`config.mk`:
```
export PLATFORM = sky130hd
export DESIGN_NAME = sdprf_fifo_ctrl_flat
export DESIGN_NICKNAME = d
export VERILOG_FILES = /design/src/rtl/sdprf_fifo_ctrl_if.sv /design/src/rtl/sdprf_fifo_ctrl.sv /design/src/flat_wrapper.sv
export SDC_FILE = /design/constraint.sdc
export NUM_CORES = 1
export LEC_CHECK = 0
export BUFFER_PORTS_ARGS = -buffer_cell sky130_fd_sc_hd__buf_2
export CAP_MARGIN = 20
export CORE_ASPECT_RATIO = 1.1
export CORE_MARGIN = 10
export CORE_UTILIZATION = 25
export DETAILED_ROUTE_END_ITERATION = 7
export GPL_TIMING_DRIVEN = 1
export MAX_ROUTING_LAYER = met4
export PLACE_DENSITY = 0.53
export SLEW_MARGIN = 10
export SYNTH_ARGS = -nofsm -noshare
export SYNTH_HDL_FRONTEND = slang
export SYNTH_SLANG_ARGS = --single-unit
export TNS_END_PERCENT = 20
```
`constraint.sdc`:
```
create_clock -name clock -period 5.63 [get_ports clock]
set_clock_uncertainty 0.05 [all_clocks]
set_input_delay 0 -clock clock [delete_from_list [all_inputs] [get_ports clock]]
set_output_delay 0 -clock clock [all_outputs]
set_load 0.03 [all_outputs]
```
`src/rtl/sdprf_fifo_ctrl_if.sv`:
```
// Signal bundle between the FIFO controller and its surroundings:
// producer write port, consumer output port, occupancy/status flags
// and the external simple-dual-port RAM connections.
interface sdprf_fifo_ctrl_if #(
    parameter int DW = 22,
    parameter int AW = 4
) ();
    // Producer side
    logic          wr_en;
    logic [DW-1:0] wr_data;
    logic          full;
    logic          ovf;

    // Consumer side (first-word-fall-through)
    logic [DW-1:0] out_data;
    logic          out_valid;
    logic          out_ready;
    logic [4:0]    usedw;

    // External RAM write port
    logic [DW-1:0] ram_data;
    logic [AW-1:0] ram_wraddress;
    logic          ram_wren;

    // External RAM read port (ram_q valid one clock after ram_rden)
    logic [AW-1:0] ram_rdaddress;
    logic          ram_rden;
    logic [DW-1:0] ram_q;

    // Controller view
    modport slave (
        input  wr_en, wr_data, out_ready, ram_q,
        output full, ovf, out_data, out_valid, usedw,
        output ram_data, ram_wraddress, ram_wren,
        output ram_rdaddress, ram_rden
    );

    // Environment view (producer, consumer and RAM)
    modport master (
        output wr_en, wr_data, out_ready, ram_q,
        input  full, ovf, out_data, out_valid, usedw,
        input  ram_data, ram_wraddress, ram_wren,
        input  ram_rdaddress, ram_rden
    );
endinterface

```
`src/rtl/sdprf_fifo_ctrl.sv`:
```
// FIFO controller around an external simple-dual-port RAM with a one-clock
// read latency. A two-entry output stage (head + skid) hides that latency so
// the head word falls through and the FIFO streams one word per clock.
module sdprf_fifo_ctrl #(
    parameter int DW = 22,
    parameter int AW = 4
) (
    input  logic              clock,
    input  logic              sclr,
    sdprf_fifo_ctrl_if.slave  bus
);
    localparam int         DEPTH     = 1 << AW;
    localparam logic [AW:0] DEPTH_CNT = (AW + 1)'(DEPTH);

    // Output stage occupancy: empty, head only, head and skid
    typedef enum logic [1:0] {
        ST_EMPTY = 2'd0,
        ST_HEAD  = 2'd1,
        ST_BOTH  = 2'd2
    } stage_t;

    stage_t        stage_reg, stage_next;
    logic [DW-1:0] head_reg, head_next;
    logic [DW-1:0] skid_reg, skid_next;

    logic [AW-1:0] wr_ptr_reg, rd_ptr_reg;
    logic [AW:0]   ram_cnt_reg, ram_cnt_next;
    logic          inflight_reg;
    logic [4:0]    usedw_reg, usedw_next;
    logic          full_reg;
    logic          ovf_reg;

    logic          pop;
    logic          ram_full;
    logic          wr_accept;
    logic          wr_drop;
    logic          rd_issue;
    logic [1:0]    stage_cnt;
    logic [2:0]    pipe_occ;

    // Handshake decode: accept/drop writes and decide whether a RAM read may
    // be launched. ram_cnt_reg excludes this cycle's write, so a word written
    // now is never read in the same cycle.
    always_comb begin
        pop       = (stage_reg != ST_EMPTY) && bus.out_ready;
        ram_full  = (ram_cnt_reg == DEPTH_CNT);
        wr_accept = !sclr && bus.wr_en && !ram_full;
        wr_drop   = !sclr && bus.wr_en && ram_full;

        stage_cnt = 2'd0;
        case (stage_reg)
            ST_HEAD: stage_cnt = 2'd1;
            ST_BOTH: stage_cnt = 2'd2;
            default: stage_cnt = 2'd0;
        endcase

        // Words that will sit in the output stage once the in-flight read
        // lands and this cycle's pop leaves; a pop implies stage_cnt >= 1.
        pipe_occ = {1'b0, stage_cnt} + {2'b00, inflight_reg} - {2'b00, pop};
        rd_issue = !sclr && (ram_cnt_reg != '0) && (pipe_occ < 3'd2);
    end

    // Output stage next state: the returning RAM word goes to the head when
    // the head is empty or leaving, otherwise into the skid; on a pop the
    // skid word advances to the head to keep FIFO order.
    always_comb begin
        stage_next = stage_reg;
        head_next  = head_reg;
        skid_next  = skid_reg;
        case (stage_reg)
            ST_EMPTY: begin
                if (inflight_reg) begin
                    head_next  = bus.ram_q;
                    stage_next = ST_HEAD;
                end
            end
            ST_HEAD: begin
                if (pop) begin
                    if (inflight_reg) begin
                        head_next = bus.ram_q;
                    end else begin
                        stage_next = ST_EMPTY;
                    end
                end else if (inflight_reg) begin
                    skid_next  = bus.ram_q;
                    stage_next = ST_BOTH;
                end
            end
            ST_BOTH: begin
                // A read is never launched that could land here without a pop.
                if (pop) begin
                    head_next = skid_reg;
                    if (inflight_reg) begin
                        skid_next = bus.ram_q;
                    end else begin
                        stage_next = ST_HEAD;
                    end
                end
            end
            default: begin
                stage_next = ST_EMPTY;
            end
        endcase
    end

    // Occupancy counters: RAM word count and total words held.
    always_comb begin
        ram_cnt_next = ram_cnt_reg;
        if (wr_accept && !rd_issue) begin
            ram_cnt_next = ram_cnt_reg + 1'b1;
        end else if (!wr_accept && rd_issue) begin
            ram_cnt_next = ram_cnt_reg - 1'b1;
        end

        usedw_next = usedw_reg;
        if (wr_accept && !pop) begin
            usedw_next = usedw_reg + 5'd1;
        end else if (!wr_accept && pop) begin
            usedw_next = usedw_reg - 5'd1;
        end
    end

    // Output stage state and data registers.
    always_ff @(posedge clock) begin
        if (sclr) begin
            stage_reg <= ST_EMPTY;
            head_reg  <= '0;
            skid_reg  <= '0;
        end else begin
            stage_reg <= stage_next;
            head_reg  <= head_next;
            skid_reg  <= skid_next;
        end
    end

    // Pointers, counters and flags. Clearing inflight discards any word
    // returning from a read issued just before reset.
    always_ff @(posedge clock) begin
        if (sclr) begin
            wr_ptr_reg   <= '0;
            rd_ptr_reg   <= '0;
            ram_cnt_reg  <= '0;
            inflight_reg <= 1'b0;
            usedw_reg    <= '0;
            full_reg     <= 1'b0;
            ovf_reg      <= 1'b0;
        end else begin
            if (wr_accept) begin
                wr_ptr_reg <= wr_ptr_reg + 1'b1;
            end
            if (rd_issue) begin
                rd_ptr_reg <= rd_ptr_reg + 1'b1;
            end
            ram_cnt_reg  <= ram_cnt_next;
            inflight_reg <= rd_issue;
            usedw_reg    <= usedw_next;
            full_reg     <= (ram_cnt_next == DEPTH_CNT);
            ovf_reg      <= ovf_reg || wr_drop;
        end
    end

    assign bus.full          = full_reg;
    assign bus.ovf           = ovf_reg;
    assign bus.out_data      = head_reg;
    assign bus.out_valid     = (stage_reg != ST_EMPTY);
    assign bus.usedw         = usedw_reg;
    assign bus.ram_data      = bus.wr_data;
    assign bus.ram_wraddress = wr_ptr_reg;
    assign bus.ram_wren      = wr_accept;
    assign bus.ram_rdaddress = rd_ptr_reg;
    assign bus.ram_rden      = rd_issue;

    // The output stage plus an in-flight read never exceeds two words.
    a_stage_bound: assert property (@(posedge clock) disable iff (sclr)
        ({1'b0, stage_cnt} + {2'b00, inflight_reg}) <= 3'd2);

    // usedw always equals the sum of words in RAM, in flight and staged.
    a_usedw_sum: assert property (@(posedge clock) disable iff (sclr)
        usedw_reg == (5'(ram_cnt_reg) + 5'(stage_cnt) + 5'(inflight_reg)));
endmodule

```
`src/flat_wrapper.sv`:
```
// flat-port wrapper written by rule: the top's interface ports become plain ports
module sdprf_fifo_ctrl_flat 
#(
    parameter int DW = 22,
    parameter int AW = 4
)
  (clock, sclr, bus_wr_en, bus_wr_data, bus_out_ready, bus_ram_q, bus_full, bus_ovf, bus_out_data, bus_out_valid, bus_usedw, bus_ram_data, bus_ram_wraddress, bus_ram_wren, bus_ram_rdaddress, bus_ram_rden);
  sdprf_fifo_ctrl_if #(.DW(DW), .AW(AW)) bus_i ();
  input  logic clock;
  input  logic sclr;
  input wire logic [$bits(bus_i.wr_en)-1:0] bus_wr_en;
  input wire logic [$bits(bus_i.wr_data)-1:0] bus_wr_data;
  input wire logic [$bits(bus_i.out_ready)-1:0] bus_out_ready;
  input wire logic [$bits(bus_i.ram_q)-1:0] bus_ram_q;
  output wire logic [$bits(bus_i.full)-1:0] bus_full;
  output wire logic [$bits(bus_i.ovf)-1:0] bus_ovf;
  output wire logic [$bits(bus_i.out_data)-1:0] bus_out_data;
  output wire logic [$bits(bus_i.out_valid)-1:0] bus_out_valid;
  output wire logic [$bits(bus_i.usedw)-1:0] bus_usedw;
  output wire logic [$bits(bus_i.ram_data)-1:0] bus_ram_data;
  output wire logic [$bits(bus_i.ram_wraddress)-1:0] bus_ram_wraddress;
  output wire logic [$bits(bus_i.ram_wren)-1:0] bus_ram_wren;
  output wire logic [$bits(bus_i.ram_rdaddress)-1:0] bus_ram_rdaddress;
  output wire logic [$bits(bus_i.ram_rden)-1:0] bus_ram_rden;
  assign bus_i.wr_en = bus_wr_en;
  assign bus_i.wr_data = bus_wr_data;
  assign bus_i.out_ready = bus_out_ready;
  assign bus_i.ram_q = bus_ram_q;
  assign bus_full = bus_i.full;
  assign bus_ovf = bus_i.ovf;
  assign bus_out_data = bus_i.out_data;
  assign bus_out_valid = bus_i.out_valid;
  assign bus_usedw = bus_i.usedw;
  assign bus_ram_data = bus_i.ram_data;
  assign bus_ram_wraddress = bus_i.ram_wraddress;
  assign bus_ram_wren = bus_i.ram_wren;
  assign bus_ram_rdaddress = bus_i.ram_rdaddress;
  assign bus_ram_rden = bus_i.ram_rden;
  sdprf_fifo_ctrl #(.DW(DW), .AW(AW)) u_core (.clock(clock), .sclr(sclr), .bus(bus_i));
endmodule
```
# Word-level counts from Yosys, hierarchy flattened
# Index checks and enable logic that the tools add are counted.
dict set report totals {
  regBits 67
  in_bits 48
  output_inout_bits 62
  elab_cells 75
}
dict set report op_classes {
  add_sub_neg 8
  magnitude_cmp 1
  eq_ne 11
  muxes 20
  reduce_logical 25
}
# cell count
set op_table {}
lappend op_table {{22-bit 2-to-1 mux} 6}
lappend op_table {{22-bit one-hot mux with 3 select lines} 1}
lappend op_table {{22-bit one-hot mux with 2 select lines} 1}
lappend op_table {{5-bit 2-to-1 mux} 4}
lappend op_table {{2-bit 2-to-1 mux} 6}
lappend op_table {{5-bit by 1-bit adder with 5-bit output, second input constant} 2}
lappend op_table {{5-bit equality test, second input constant} 2}
lappend op_table {{1-bit logical AND} 10}
lappend op_table {{5-bit by 1-bit subtractor with 5-bit output, second input constant} 2}
lappend op_table {{4-bit by 1-bit adder with 4-bit output, second input constant} 2}
lappend op_table {{2-bit by 1-bit != test with 1-bit output, second input constant} 3}
lappend op_table {{2-bit one-hot mux with 3 select lines} 1}
lappend op_table {{3-bit AND reduction} 2}
lappend op_table {{2-bit nonzero test} 3}
lappend op_table {{1-bit logical NOT} 5}
lappend op_table {{5-bit AND reduction} 1}
lappend op_table {{5-bit nonzero test} 1}
lappend op_table {{2-bit != test, second input constant} 2}
lappend op_table {{2-bit one-hot mux with 2 select lines} 1}
lappend op_table {{2-bit by 1-bit adder with 3-bit output} 1}
lappend op_table {{3-bit by 2-bit < comparator with 1-bit output, second input constant} 1}
lappend op_table {{3-bit by 1-bit != test with 1-bit output, second input constant} 1}
lappend op_table {{3-bit != test, second input constant} 1}
lappend op_table {{3-bit nonzero test} 1}
lappend op_table {{other kinds (5)} 5}

# Depth between registers and ports, before layout
dict set report logic_depth {
  depth_word 10
  depth_mapped 13
  ltp_nobuf 12
}

# Worst setup path before layout
# OpenSTA, ideal clock, no wires.
dict set report synth_path {
  path_type {register -> register}
  start {register u_core.ram_cnt_reg[0]}
  end {register u_core.usedw_reg[4], in the netlist u_core.bus.usedw[4]}
  setup_ns 0.071
  arrival_ns 3.036
  required_ns 5.509
  slack_ns 2.473
  path_stages_with_launch 14
  path_buffers 1
  period_less_slack_ns 3.157
  path_cell_list {dfxtp_1 inv_1 ha_1 nor4bb_1 buf_2 nor2_2 ha_1 inv_1 fa_1 a21o_1 a21oi_1 xnor2_1 or3_1 a21oi_1}
}
dict set report synth_between {
  elab_chain_len 6
  word_cells_on_any_way 8
  cone_classes {eq/ne (1); mux (1); reduce/logical (6)}
}
# element line_no
set synth_lines {}
lappend synth_lines {{from (decl)} sdprf_fifo_ctrl.sv:27} ;# logic [AW:0] ram_cnt_reg, ram_cnt_next;
lappend synth_lines {{from (signal assigned)} sdprf_fifo_ctrl.sv:154} ;# ram_cnt_reg <= ram_cnt_next;
lappend synth_lines {{5-bit equality test *} sdprf_fifo_ctrl.sv:46} ;# ram_full = (ram_cnt_reg == DEPTH_CNT);
lappend synth_lines {{1-bit logical NOT *} sdprf_fifo_ctrl.sv:47} ;# wr_accept = !sclr && bus.wr_en && !ram_full;
lappend synth_lines {{1-bit logical AND *} sdprf_fifo_ctrl.sv:47}
lappend synth_lines {{named net bus_ram_wren} flat_wrapper.sv:22} ;# output wire logic [$bits(bus_i.ram_wren)-1:0] bus_ram_wren;
lappend synth_lines {{1-bit logical NOT} sdprf_fifo_ctrl.sv:118} ;# end else if (!wr_accept && pop) begin
lappend synth_lines {{1-bit logical AND} sdprf_fifo_ctrl.sv:118}
lappend synth_lines {{2-bit nonzero test (no line)} -}
lappend synth_lines {{to (signal assigned)} sdprf_fifo_ctrl.sv:156} ;# usedw_reg <= usedw_next;
lappend synth_lines {{to (decl)} sdprf_fifo_ctrl.sv:29} ;# logic [4:0] usedw_reg, usedw_next;
# Mark *: on every way through the listed nets, which the timed path passes. The rest lies on a longest branch.
# A chain may end at the register's enable or synchronous reset.

# Worst setup path after layout
dict set report layout_path {
  start {register u_core.stage_reg[0]}
  end {register u_core.full_reg, in the netlist u_core.bus.full}
}
dict set report layout_between {
  elab_chain_len 10
  word_cells_on_any_way 15
  cone_classes {add/sub (2); order compare (1); eq/ne (3); mux (3); reduce/logical (6)}
}
# element line_no
set layout_lines {}
lappend layout_lines {{from (decl)} sdprf_fifo_ctrl.sv:22} ;# stage_t stage_reg, stage_next;
lappend layout_lines {{from (signal assigned)} sdprf_fifo_ctrl.sv:130} ;# stage_reg <= stage_next;
lappend layout_lines {{2-bit equality test / 2-bit by 1-bit equality test with 1-bit output (equally long branches)} sdprf_fifo_ctrl.sv:51} ;# case (stage_reg)
lappend layout_lines {{2-bit one-hot mux with 2 select lines} sdprf_fifo_ctrl.sv:51}
lappend layout_lines {{2-bit by 1-bit adder with 3-bit output} sdprf_fifo_ctrl.sv:59} ;# pipe_occ = {1'b0, stage_cnt} + {2'b00, inflight_reg} - {2'b00, pop};
lappend layout_lines {{3-bit by 1-bit subtractor with 3-bit output *} sdprf_fifo_ctrl.sv:59}
lappend layout_lines {{3-bit by 2-bit < comparator with 1-bit output *} sdprf_fifo_ctrl.sv:60} ;# rd_issue = !sclr && (ram_cnt_reg != '0) && (pipe_occ < 3'd2);
lappend layout_lines {{1-bit logical AND *} sdprf_fifo_ctrl.sv:60}
lappend layout_lines {{1-bit logical AND / 1-bit logical NOT (equally long branches)} {sdprf_fifo_ctrl.sv:111, sdprf_fifo_ctrl.sv:109}}
lappend layout_lines {{5-bit 2-to-1 mux / 1-bit logical AND (equally long branches)} {sdprf_fifo_ctrl.sv:111, sdprf_fifo_ctrl.sv:109}}
lappend layout_lines {{5-bit 2-to-1 mux *} sdprf_fifo_ctrl.sv:109} ;# if (wr_accept && !rd_issue) begin
lappend layout_lines {{5-bit equality test *} sdprf_fifo_ctrl.sv:157} ;# full_reg <= (ram_cnt_next == DEPTH_CNT);
lappend layout_lines {{to (signal assigned)} sdprf_fifo_ctrl.sv:157}
lappend layout_lines {{to (decl)} sdprf_fifo_ctrl.sv:30} ;# logic full_reg;
# Mark *: on every way between the ends. The rest lies on a longest branch, timed or not.

==> results.md <==
- Status: completed
- Initial core utilization: 0.254
- Worst ir drop on vdd: 0.263 mV
- Final setup TNS: 0 ns
- Rows: 44
- Unique masters post-synth: 39
- Worst min path class: primary input to flip-flop
- Place WS: 1.88 ns
- Die area: 18,300 um2
- GRT Util Overall: 0.0911
- Flops & latches, synth: 67
- Floorplan Core Area: 13,100 um2
- Synthesized net count: 412
- Initial antenna violation count: 0
- GRT overflow: 0
- RSZ-0062 raised after global routing: no
- Post-synth ARST share: 0
- Cts-stage hold buffer count: 45
- Final ANT Viol Nets: 0
- DRC violations left: 0
- Pwr dens: 523 nW/um2
- HPWL after DPL: 5.04 mm
- Worst-Skew Late Latency: 0.34 ns
- CTS sink cnt: 67
- Dominant cells by area after synthesis: dfxtp_1, mux2i_1, nor2_1
- Cell taking the most area after synthesis: dfxtp_1
- Synthesis warning total: 0
- Post-CTS setup buffers: 0
- Drt via density: 4.38
- Finish-stage setup viols: 0
- Tmin final: 3.74 ns
- Die Ht: 141 um
- Avg WL per Cell: 13.3 um
- Initial DRC count: 141
- Share of cells above drive strength 1: 0.212
- Post-Syn Area: 3320 um2
- Vias in the first global route: 2,619
- Resize count post-CTS: 0
- WP data arrival: 3.95 ns
- Ant. Diodes: 0
- Final worst slack: 1.89 ns
- Nature of the critical path startpoint: flip-flop
- Synth cell count leaders: nor2_1, dfxtp_1, mux2i_1
- Rel. slew slack: 0.395
- Final hold viol count: 0
- Die width: 130 um
- Drt total wl: 7.90 mm
- Post-synth top flop: dfxtp_1
- CTS H-tree depth: 3
- Storage cell area: 1340 um2
- Largest net degree at the start of global routing: 71
- Top Ports: 110
- Fillers: 1,346
- Seq/Total Area, Yosys: 0.403
- Period utilization: 0.664
- Clock transition at path regs: 0.06 ns
- First-pass GRT wire length: 12.9 mm
- Port Buffers: 65
- Clock Root Buffer: clkbuf_16
- Nets: 493
- Multi-input logic area: 1690 um2
- CP required: 5.84 ns
- Mapped Cells: 347
- Syn avg cell area: 9.58 um2
- RePlAce Congestion: 0.732
- Actual slew at the worst max-slew pin: 0.908 ns
- Most numerous cell in the Yosys netlist: nor2_1
- Clk buf depth: 2
- Max Clk Rate: 267 MHz
- Via count: 2,602
- Number of max-cap violations: 0
- CTS tree: yes
- CP Capture Type: flip-flop
- Final Max Tran Viols: 0
- DRT Pass-1 Iters: 4
- Kind of critical path: flip-flop to flip-flop
- Number of synthesized flops with an enable pin: 0
- Layout area overhead: 31.2%
- Crit path max fanout: 12
- Leak pwr: 1.80 nW
- CTS buffer count: 9
- Yosys top cell area share: 0.403
## through the flow
stage | std cells | hold WS [ns] | utilization | instance area, um2 | power [mW]
2_1_floorplan | 347 | 0.0817 | - | 3320 | 1.52
3_3_place_gp | 533 | -0.0498 | 0.276 | 3620 | 1.70
3_5_place_dp | 533 | -0.0498 | 0.276 | 3620 | 1.71
4_1_cts | 594 | 0.253 | 0.333 | 4360 | 2.33
5_1_grt | 594 | 0.289 | 0.333 | 4360 | 2.46
6_report | 594 | 0.255 | 0.333 | 4360 | 2.28
## critical path: stages, from the launching register on
cell and delay [ns]:
dfxtp_1 0.43, inv_1 0.10, ha_1 0.24, nand2b_1 0.27, nor2_1 0.26, o21ai_0 0.16, fa_1 0.39, xor2_1 0.20
nor4b_4 0.73, mux2_2 0.42, mux2i_1 0.15, nor4b_2 0.26
## cell usage in the layout, fill, tap and decap left out, drive strengths merged
cell	count
dlygate4sd3	45
fa	2
nor3	2
a22oi	1
and2	1
nand2b	3
o211ai	1
or3	2
clkinv	4
and3b	1
xor2	7
nand2	4
nand4	4
o22ai	2
dfxtp	67
inv	7
xnor2	8
ha	15
nor4b	4
clkbuf	9
mux2	1
a21o	2
nor2	71
nor4bb	1
a21oi	7
nand3b	1
o21ai	7
mux2i	53
and3	1
clkinvlp	2
nor2b	3
buf	69
o31ai	1
bufinv	1
a211oi	24
## cell type report
class,count,area share
inverter,7,0.00602
multi-input combinational,229,0.388
clock inverter,7,0.0158
tap,161,0.0462
clock buffer,9,0.0516
sequential,67,0.307
timing repair buffer,114,0.185
## final timing paths
| check | from | to | slack [ns] | cells past startpoint |
|---|---|---|---|---|
| hold / removal | sclr | u_core.bus.ram_rdaddress[1] | 0.25 | 3 |
| setup / recovery | u_core.stage_reg[0] | u_core.bus.full | 1.89 | 11 |
| setup reg to reg | u_core.stage_reg[0] | u_core.bus.full | 1.89 | 11 |
| hold reg to reg | u_core.bus.ovf | u_core.bus.ovf | 0.43 | 2 |
## per-layer routing
layer	up-vias	GRT usage	part of all wire
met5	-	-	0
met4	0	0.0308	0.012
met3	12	0.0435	0.076
met2	81	0.138	0.47
met1	1172	0.103	0.44
li1	1337	-	-
## power by group
part / internal (mW) / switching (mW) / leakage (nW)
Clock: 0.340 / 0.211 / 0.141
Sequential: 0.602 / 0.103 / 0.546
Combinational: 0.413 / 0.615 / 1.11
Total: 1.36 / 0.929 / 1.80
## cell families (layout without fill, tap and decap cells)
kind of cell | Yosys count | in the layout | share of synthesized area
AND/OR/NAND/NOR | 98 | 98 | 0.146
flip-flops | 67 | 67 | 0.403
multiplexers | 54 | 54 | 0.163
buffers and inverters | 51 | 137 | 0.0896
AO/OA/AOI/OAI | 45 | 45 | 0.0903
adder cells (fa/ha/maj) | 17 | 17 | 0.0685
XOR/XNOR | 15 | 15 | 0.0395
Note: power is estimated with default switching activity, not from simulation.
